`config.mk`:
```
export PLATFORM = sky130hd
export DESIGN_NAME = latency_capture
export DESIGN_NICKNAME = d
export VERILOG_FILES = /design/src/rtl/latency_capture.sv
export SDC_FILE = /design/constraint.sdc
export NUM_CORES = 1
export LEC_CHECK = 0
export ABC_AREA = 1
export BUFFER_PORTS_ARGS = -buffer_cell sky130_fd_sc_hd__buf_2
export CAP_MARGIN = 20
export CORE_UTILIZATION = 45
export CTS_CLUSTER_SIZE = 8
export DETAILED_ROUTE_END_ITERATION = 6
export PLACE_DENSITY = 0.64
export RECOVER_POWER = 25
export SLEW_MARGIN = 40
export SYNTH_ARGS = -nofsm -noshare
export SYNTH_HDL_FRONTEND = slang
export SYNTH_SLANG_ARGS = --single-unit
```
`constraint.sdc`:
```
create_clock -name clk -period 4.75 [get_ports clk]
set_input_delay 0.475 -clock clk [delete_from_list [all_inputs] [get_ports clk]]
set_output_delay 0.475 -clock clk [all_outputs]
set_load 0.05 [all_outputs]
```
`src/rtl/latency_capture.sv`:
```
// latency_capture: snapshots the timer on start/stop events, queues each latency in a
// show-ahead FIFO and keeps min/max/sum/count statistics. Optional macro: LATCAP_TIMEOUT_EN.
module latency_capture #(
  parameter int CW      = 8,
  parameter int DEPTH   = 16,
  parameter int TIMEOUT = 200
) (
  input  logic          clk,
  input  logic          reset,
  input  logic          clear,
  input  logic          meas_start,
  input  logic          meas_stop,
  input  logic [CW-1:0] timer_count,
  input  logic          res_rd,
  output logic          res_valid,
  output logic [CW-1:0] res_data,
  output logic          fifo_full,
  output logic [7:0]    drop_cnt,
  output logic [15:0]   sample_cnt,
  output logic [CW-1:0] lat_min,
  output logic [CW-1:0] lat_max,
  output logic [23:0]   lat_sum,
  output logic [7:0]    timeout_cnt
);

  localparam int AW = $clog2(DEPTH);
  localparam logic [AW:0] FULL_COUNT = DEPTH[AW:0];

  if (DEPTH < 2 || (DEPTH & (DEPTH - 1)) != 0 || TIMEOUT < 1) begin : g_bad_params
    $error("latency_capture: DEPTH must be a power of 2 >= 2 and TIMEOUT >= 1");
  end

  typedef enum logic {IDLE = 1'b0, RUN = 1'b1} state_t;

  state_t        state_q, state_d;
  logic [CW-1:0] snap_q, snap_d;
  logic [AW-1:0] wr_ptr_q, wr_ptr_d;
  logic [AW-1:0] rd_ptr_q, rd_ptr_d;
  logic [AW:0]   count_q, count_d;
  logic [7:0]    drop_cnt_q, drop_cnt_d;
  logic [15:0]   sample_cnt_q, sample_cnt_d;
  logic [CW-1:0] lat_min_q, lat_min_d;
  logic [CW-1:0] lat_max_q, lat_max_d;
  logic [23:0]   lat_sum_q, lat_sum_d;

  logic [CW-1:0] mem [DEPTH];
  logic [CW-1:0] lat;
  logic [24:0]   sum_ext;
  logic          sample_done;
  logic          pop;
  logic          wr_en;

`ifdef LATCAP_TIMEOUT_EN
  localparam logic [15:0] TIMEOUT_LAST = 16'(TIMEOUT - 1);
  logic [15:0] run_cnt_q, run_cnt_d;
  logic [7:0]  timeout_cnt_q, timeout_cnt_d;
`endif

  // Modulo subtraction handles a timer wrap between start and stop.
  assign lat       = timer_count - snap_q;
  assign res_valid = (count_q != '0);
  assign fifo_full = (count_q == FULL_COUNT);
  assign pop       = res_rd && res_valid;
  assign wr_en     = sample_done && (!fifo_full || pop);

  always_comb begin
    state_d     = state_q;
    snap_d      = snap_q;
    sample_done = 1'b0;
`ifdef LATCAP_TIMEOUT_EN
    run_cnt_d     = run_cnt_q;
    timeout_cnt_d = timeout_cnt_q;
`endif
    case (state_q)
      IDLE: begin
        if (meas_start && !meas_stop) begin
          state_d = RUN;
          snap_d  = timer_count;
`ifdef LATCAP_TIMEOUT_EN
          run_cnt_d = '0;
`endif
        end
      end
      RUN: begin
        if (meas_stop) begin
          sample_done = 1'b1;
          state_d     = IDLE;
        end else if (meas_start) begin
          snap_d = timer_count;
`ifdef LATCAP_TIMEOUT_EN
          run_cnt_d = '0;
        end else if (run_cnt_q == TIMEOUT_LAST) begin
          state_d = IDLE;
          if (timeout_cnt_q != 8'hFF) timeout_cnt_d = timeout_cnt_q + 8'd1;
        end else begin
          run_cnt_d = run_cnt_q + 16'd1;
`endif
        end
      end
      default: state_d = IDLE;
    endcase
  end

  always_comb begin
    wr_ptr_d     = wr_ptr_q;
    rd_ptr_d     = rd_ptr_q;
    count_d      = count_q;
    drop_cnt_d   = drop_cnt_q;
    sample_cnt_d = sample_cnt_q;
    lat_min_d    = lat_min_q;
    lat_max_d    = lat_max_q;
    sum_ext      = {1'b0, lat_sum_q} + 25'(lat);
    lat_sum_d    = lat_sum_q;

    if (wr_en) wr_ptr_d = wr_ptr_q + AW'(1);
    if (pop)   rd_ptr_d = rd_ptr_q + AW'(1);
    case ({wr_en, pop})
      2'b10:   count_d = count_q + (AW+1)'(1);
      2'b01:   count_d = count_q - (AW+1)'(1);
      default: count_d = count_q;
    endcase

    if (sample_done && !wr_en && drop_cnt_q != 8'hFF) drop_cnt_d = drop_cnt_q + 8'd1;

    // Statistics track every completed sample, including ones the FIFO had to drop.
    if (sample_done) begin
      if (sample_cnt_q != 16'hFFFF) sample_cnt_d = sample_cnt_q + 16'd1;
      lat_sum_d = sum_ext[24] ? 24'hFFFFFF : sum_ext[23:0];
      if (lat < lat_min_q) lat_min_d = lat;
      if (lat > lat_max_q) lat_max_d = lat;
    end
  end

  always_ff @(posedge clk) begin
    if (reset || clear) begin
      state_q      <= IDLE;
      snap_q       <= '0;
      wr_ptr_q     <= '0;
      rd_ptr_q     <= '0;
      count_q      <= '0;
      drop_cnt_q   <= '0;
      sample_cnt_q <= '0;
      lat_min_q    <= '1;
      lat_max_q    <= '0;
      lat_sum_q    <= '0;
`ifdef LATCAP_TIMEOUT_EN
      run_cnt_q     <= '0;
      timeout_cnt_q <= '0;
`endif
    end else begin
      state_q      <= state_d;
      snap_q       <= snap_d;
      wr_ptr_q     <= wr_ptr_d;
      rd_ptr_q     <= rd_ptr_d;
      count_q      <= count_d;
      drop_cnt_q   <= drop_cnt_d;
      sample_cnt_q <= sample_cnt_d;
      lat_min_q    <= lat_min_d;
      lat_max_q    <= lat_max_d;
      lat_sum_q    <= lat_sum_d;
`ifdef LATCAP_TIMEOUT_EN
      run_cnt_q     <= run_cnt_d;
      timeout_cnt_q <= timeout_cnt_d;
`endif
    end
  end

  always_ff @(posedge clk) begin
    if (wr_en) mem[wr_ptr_q] <= lat;
  end

  assign res_data   = res_valid ? mem[rd_ptr_q] : '0;
  assign drop_cnt   = drop_cnt_q;
  assign sample_cnt = sample_cnt_q;
  assign lat_min    = lat_min_q;
  assign lat_max    = lat_max_q;
  assign lat_sum    = lat_sum_q;

`ifdef LATCAP_TIMEOUT_EN
  assign timeout_cnt = timeout_cnt_q;
`else
  assign timeout_cnt = 8'd0;
`endif

endmodule

```
# Word level (Yosys, flattened, before mapping)

Memories as Yosys holds them, arrays and structs flattened. A register that Yosys moved wholly into a read port is not among the register bits.
Index checks and enable logic that the tools add are counted.

Add/sub/neg operators: 8
Magnitude comparators: 2
Equal/unequal tests: 8
Multiplexer cells: 16
Bitwise operators: 1
Reductions and logical operators: 16

Operators with widths:

| cell                                              | count |
|---|---|
| 2-to-1 mux 8 bit                                  | 4 |
| adder 24 x 8 -> 25 bit                            | 1 |
| 2-to-1 mux 24 bit                                 | 1 |
| adder 16 x 1 -> 16 bit (second input constant)    | 1 |
| != test 16 bit (second input constant)            | 1 |
| one-hot mux 8 bit (2 select lines)                | 1 |
| one-hot mux 5 bit (2 select lines)                | 1 |
| adder 4 x 1 -> 4 bit (second input constant)      | 2 |
| adder 8 x 1 -> 8 bit (second input constant)      | 1 |
| > comparator 8 bit                                | 1 |
| < comparator 8 bit                                | 1 |
| 2-to-1 mux 4 bit                                  | 2 |
| != test 8 bit (second input constant)             | 1 |
| subtractor 8 bit                                  | 1 |
| 2-to-1 mux 1 bit                                  | 6 |
| != test 2 bit (second input constant)             | 3 |
| AND reduction 2 bit                               | 3 |
| adder 5 x 1 -> 5 bit (second input constant)      | 1 |
| equality test 5 bit (second input constant)       | 1 |
| logical AND 1 bit                                 | 5 |
| nonzero test 5 bit                                | 1 |
| subtractor 5 x 1 -> 5 bit (second input constant) | 1 |
| zero test 1 bit                                   | 3 |
| AND reduction 3 bit                               | 1 |
| other kinds (6)                                   | 7 |

Register bits after elaboration: 86
RAM bits: 128
Input bits: 14
Output and inout port bits: 82
Logic and storage cells: 62
Memories: 1

Memories:

| name | depth | bits a word | rd ports | clocked after memory_dff | write ports | line | source |
|---|---|---|---|---|---|---|---|
| mem  | 16    | 8           | 1        | 1                        | 1           | 46   | `logic [CW-1:0] mem [DEPTH];` |

# Longest topological paths before layout

Word-level depth: 7
Mapped depth: 20
Depth with buffers taken out: 20

# Worst setup path before layout

OpenSTA, ideal clock, no wires.

Kind: in2reg
Start: in timer_count[0]
End: reg lat_sum_q[5], in the netlist lat_sum[5]
Library setup time: 0.139 ns
Data arrival time: 3.294 ns
Data required time: 4.611 ns
Setup slack: 1.317 ns
Stages: 14
Path buffers: 0
Path through: inv_1 > ha_1 > fa_1 > inv_1 > nand4_1 > nand3_1 > xor2_1 > ha_1 > nand2_1 > inv_1 > a21oi_1 > nand2_2 > a21oi_1 > a31oi_1

Longest elaborated chain between the ends: 3

RTL lines:

| element                | line | source |
|---|---|---|
| start, declared        | 13   | `input logic [CW-1:0] timer_count,` |
| subtractor 8 bit       | 60   | `assign lat = timer_count - snap_q;` |
| net lat[6]             | 47   | `logic [CW-1:0] lat;` |
| adder 24 x 8 -> 25 bit | 112  | `sum_ext = {1'b0, lat_sum_q} + 25'(lat);` |
| 2-to-1 mux 24 bit      | 128  | `lat_sum_d = sum_ext[24] ? 24'hFFFFFF : sum_ext[23:0];` |
| end signal, assigned   | 160  | `lat_sum_q <= lat_sum_d;` |
| end, declared          | 44   | `logic [23:0] lat_sum_q, lat_sum_d;` |

The timed path passes the listed nets, and every way through them passes these cells.
A chain may end at the register's enable or synchronous reset.

# Final worst setup path

Start: reg snap_q[2]
End: reg lat_min_q[6], in the netlist lat_min[6]

Longest elaborated chain between the ends: 3

RTL lines:

| element                              | line | source |
|---|---|---|
| start, declared                      | 36   | `logic [CW-1:0] snap_q, snap_d;` |
| start signal, assigned               | 152  | `snap_q <= snap_d;` |
| subtractor 8 bit                     | 60   |  |
| net lat[7]                           | 47   |  |
| < comparator 8 bit                   | 129  | `if (lat < lat_min_q) lat_min_d = lat;` |
| AND reduction 2 bit (no source line) | -    |  |
| end signal, assigned                 | 158  | `lat_min_q <= lat_min_d;` |
| end, declared                        | 42   | `logic [CW-1:0] lat_min_q, lat_min_d;` |

The timed path passes the listed nets, and every way through them passes these cells.

==> reports/metrics.csv <==
metric,value,unit
run_status,"complete, but fails checks",
violations,"capacitance limit, slew limit",
seq_area_frac_synth,53.4,%
relSlewSlack,-59.7,%
cts-root-buf,clkbuf_16,
start_kind,flip-flop,
synth.area.top_cells,"edfxtp_1 36%, dfxtp_1 17%, nand2_1 6.3%",
antennaDiodeCount,0,
leakagePower,4.54,nW
critical_path_required,5.06,ns
place_hpwl,16.3,mm
synth_edf_count,128,
drv_cap,2,
p_per_area,363,mW/mm^2
fin_tns_setup,0,ns
hold_class,primary input to flip-flop,
coreArea,0.0228,sq mm
dieArea,0.0241,sq mm
synthFlopType,edfxtp_1,
start_util,46.2,%
drtIter0Drc,428,
synthToLayoutAreaGrowth,14.4,%
vdd_drop_max,0.239,mV
cp_max_fo,18,
dr.pass1.iters,5,
htree_levels,1,
synth_top_area_share,36.4,%
grt-ovfl-total,0,
cp_num_buf_inv,3,
fin_ws,1.13,ns
synthArstFlopShare,0,%
wl_per_cell,16.1,microns
ys_warn_count,0,
crit_arrival,3.93,ns
slew_viol_final,89,
path_cells,"inv_1, ha_1, nand2_1, o21ai_1, nand4_1, nand3b_1, nand2_1, buf_4, ha_1, nand2_1, o21a_1, nand3_1, inv_1, nand2_1, nand3_1",
chipHeight,155,microns
finalSetupViolCount,0,
fin_nets,1283,
dr_total_vias,8114,
dp_slack,0.890,ns
num_rows,55,
slowest_delay,0.41,ns
die_w,155,microns
routed_via_density,5.21,
routed_wl,25.1,mm
skew,0.0102,ns
fin_crit,3.62,ns
place_congestion,0.811,
critPathMostFrequentCell,nand2_1,
critPathSlowestCell,nand2_1,
grtUsageTotal,21.2,%
ant_nets,0,
critPathCaptureType,flip-flop,
synth.distinct_cells,45,
syn_area,0.0106,sq mm
rsz0062_at_grt,no,
numCtsBuffers,31,
fmax,276,MHz
grt_first_pass_wirelength,40.7,mm
hold_viol,0,
yosys-top-cells-count,"176 x nand2_1, 152 x nor2_1, 128 x edfxtp_1, 105 x inv_1, 90 x dfxtp_1",
drc,0,
cts_tree,built,
clk_pin_slew,0.05,ns
clk_latency,0.55,ns
grt_start_max_net_pins,65,
final.fill_count,2190,
cts_resized,0,
placed_cells,1505,
fin_crit_sh,76.2,%
syn-instance-count,1137,
synth_top_area_cell,edfxtp_1,
cts.sinks,218,
crit_family,simple AND/OR/NAND/NOR gates,
worst_pin_slew,2.40,ns
holdBufCountCts,0,
syn_avg_cell_area,9.29,sq um
antenna_found_initial,0,
final_layout_size_suffix_gt1_share,10.7,%
layoutNonFillerInstCount,1556,
power.total,4.38,mW
critical_path_class,flip-flop to flip-flop,
first_global_vias,7731,
synthMostInstantiatedCell,nand2_1,
pin_count,96,
clockBufferDepth,3,
numPortBuffers,87,
post_cts_buffers,0,
ys_seq_elements,218,
[worst reg2reg max path, delay by kind of cell, from the launching register on]
| kind | cells | cell delay (ns) |
|---|---|---|
| AO/OA/AOI/OAI | 2 | 0.48 |
| adder cells (fa/ha/maj) | 2 | 0.67 |
| buffers and inverters | 3 | 0.58 |
| flip-flops | 1 | 0.31 |
| AND/OR/NAND/NOR | 8 | 1.34 |
[cell usage in the layout (no fill, tap or decap), types with 6 or more instances in the layout]
cell type / n
a21oi_1: 80
a31oi_1: 6
buf_2: 38
buf_4: 8
clkbuf_1: 70
clkbuf_16: 31
conb_1: 8
dfxtp_1: 89
edfxtp_1: 128
ha_1: 41
inv_1: 105
inv_2: 6
nand2_1: 176
nand2_2: 7
nand3_1: 71
nand4_1: 15
nor2_1: 138
nor2_2: 15
nor2_4: 8
nor3_1: 9
o21ai_0: 69
o21bai_1: 33
o221ai_1: 32
xnor2_1: 7
xor2_1: 15
[layout make-up]
| type | count | area (sq um) | area share (%) |
|---|---|---|---|
| Clock buffer | 49 | 843 | 6.98 |
| Clock inverter | 2 | 17.5 | 0.145 |
| Inverter | 112 | 423 | 3.50 |
| Multi-Input combinational cell | 764 | 4310 | 35.7 |
| Sequential cell | 218 | 5650 | 46.7 |
| Tap cell | 313 | 392 | 3.24 |
| Timing Repair Buffer | 98 | 445 | 3.69 |
[kinds of logic (layout without fill, tap and decap cells)]
family / Yosys count / count (layout) / share of synthesized area [%]
flip-flops: 218 / 218 / 53.4
XOR/XNOR: 26 / 26 / 2.16
adder cells (fa/ha/maj): 44 / 44 / 5.43
AND/OR/NAND/NOR: 458 / 458 / 19.4
other: 1 / 8 / 0.0355
AO/OA/AOI/OAI: 228 / 228 / 12.9
buffers and inverters: 162 / 261 / 6.63
[power breakdown]
| group | internal (mW) | total (mW) | leakage [nW] | switching, mW |
|---|---|---|---|---|
| clock network | 1.19 | 1.98 | 0.412 | 0.781 |
| registers | 2.05 | 2.05 | 1.88 | 0.00634 |
| logic | 0.0938 | 0.356 | 2.25 | 0.262 |
[final timing paths]
check            startpoint    endpoint  slack, ns  cells past startpoint
min reg2reg       snap_q[5]   snap_q[5]       0.46                      2
min          timer_count[0]   snap_q[0]       0.20                      3
max               snap_q[2]  lat_min[6]       1.13                     15
max reg2reg       snap_q[2]  lat_min[6]       1.13                     15
[routing by layer]
| layer | share of wire, % | global-route usage (%) | up-vias |
|---|---|---|---|
| met2 | 47 | 36.0 | 207 |
| met3 | 6.1 | 4.32 | 43 |
| met1 | 45 | 27.5 | 3804 |
| li1 | - | - | 4060 |
| met4 | 2.1 | 5.84 | 0 |
| met5 | 0 | 0 | - |
[sequential cells by signal, indices dropped and copies added (netlist names), named ones only]
register / cells
drop_cnt: 8
mem: 128
state_q: 1
rd_ptr_q: 4
lat_min: 8
wr_ptr_q: 4
count_q: 5
lat_max: 8
sample_cnt: 16
snap_q: 8
lat_sum: 24
[through the flow]
step	hold WS [ns]	instance area, sq um	utilization (%)
after floorplan	0.433	10600	-
after detailed placement	0.458	11300	49.4
after global placement	0.449	11300	49.3
after CTS	0.188	12100	53.1
final	0.200	12100	52.9
after global routing	0.205	12100	52.9
Note: power is estimated with default switching activity, not from simulation.
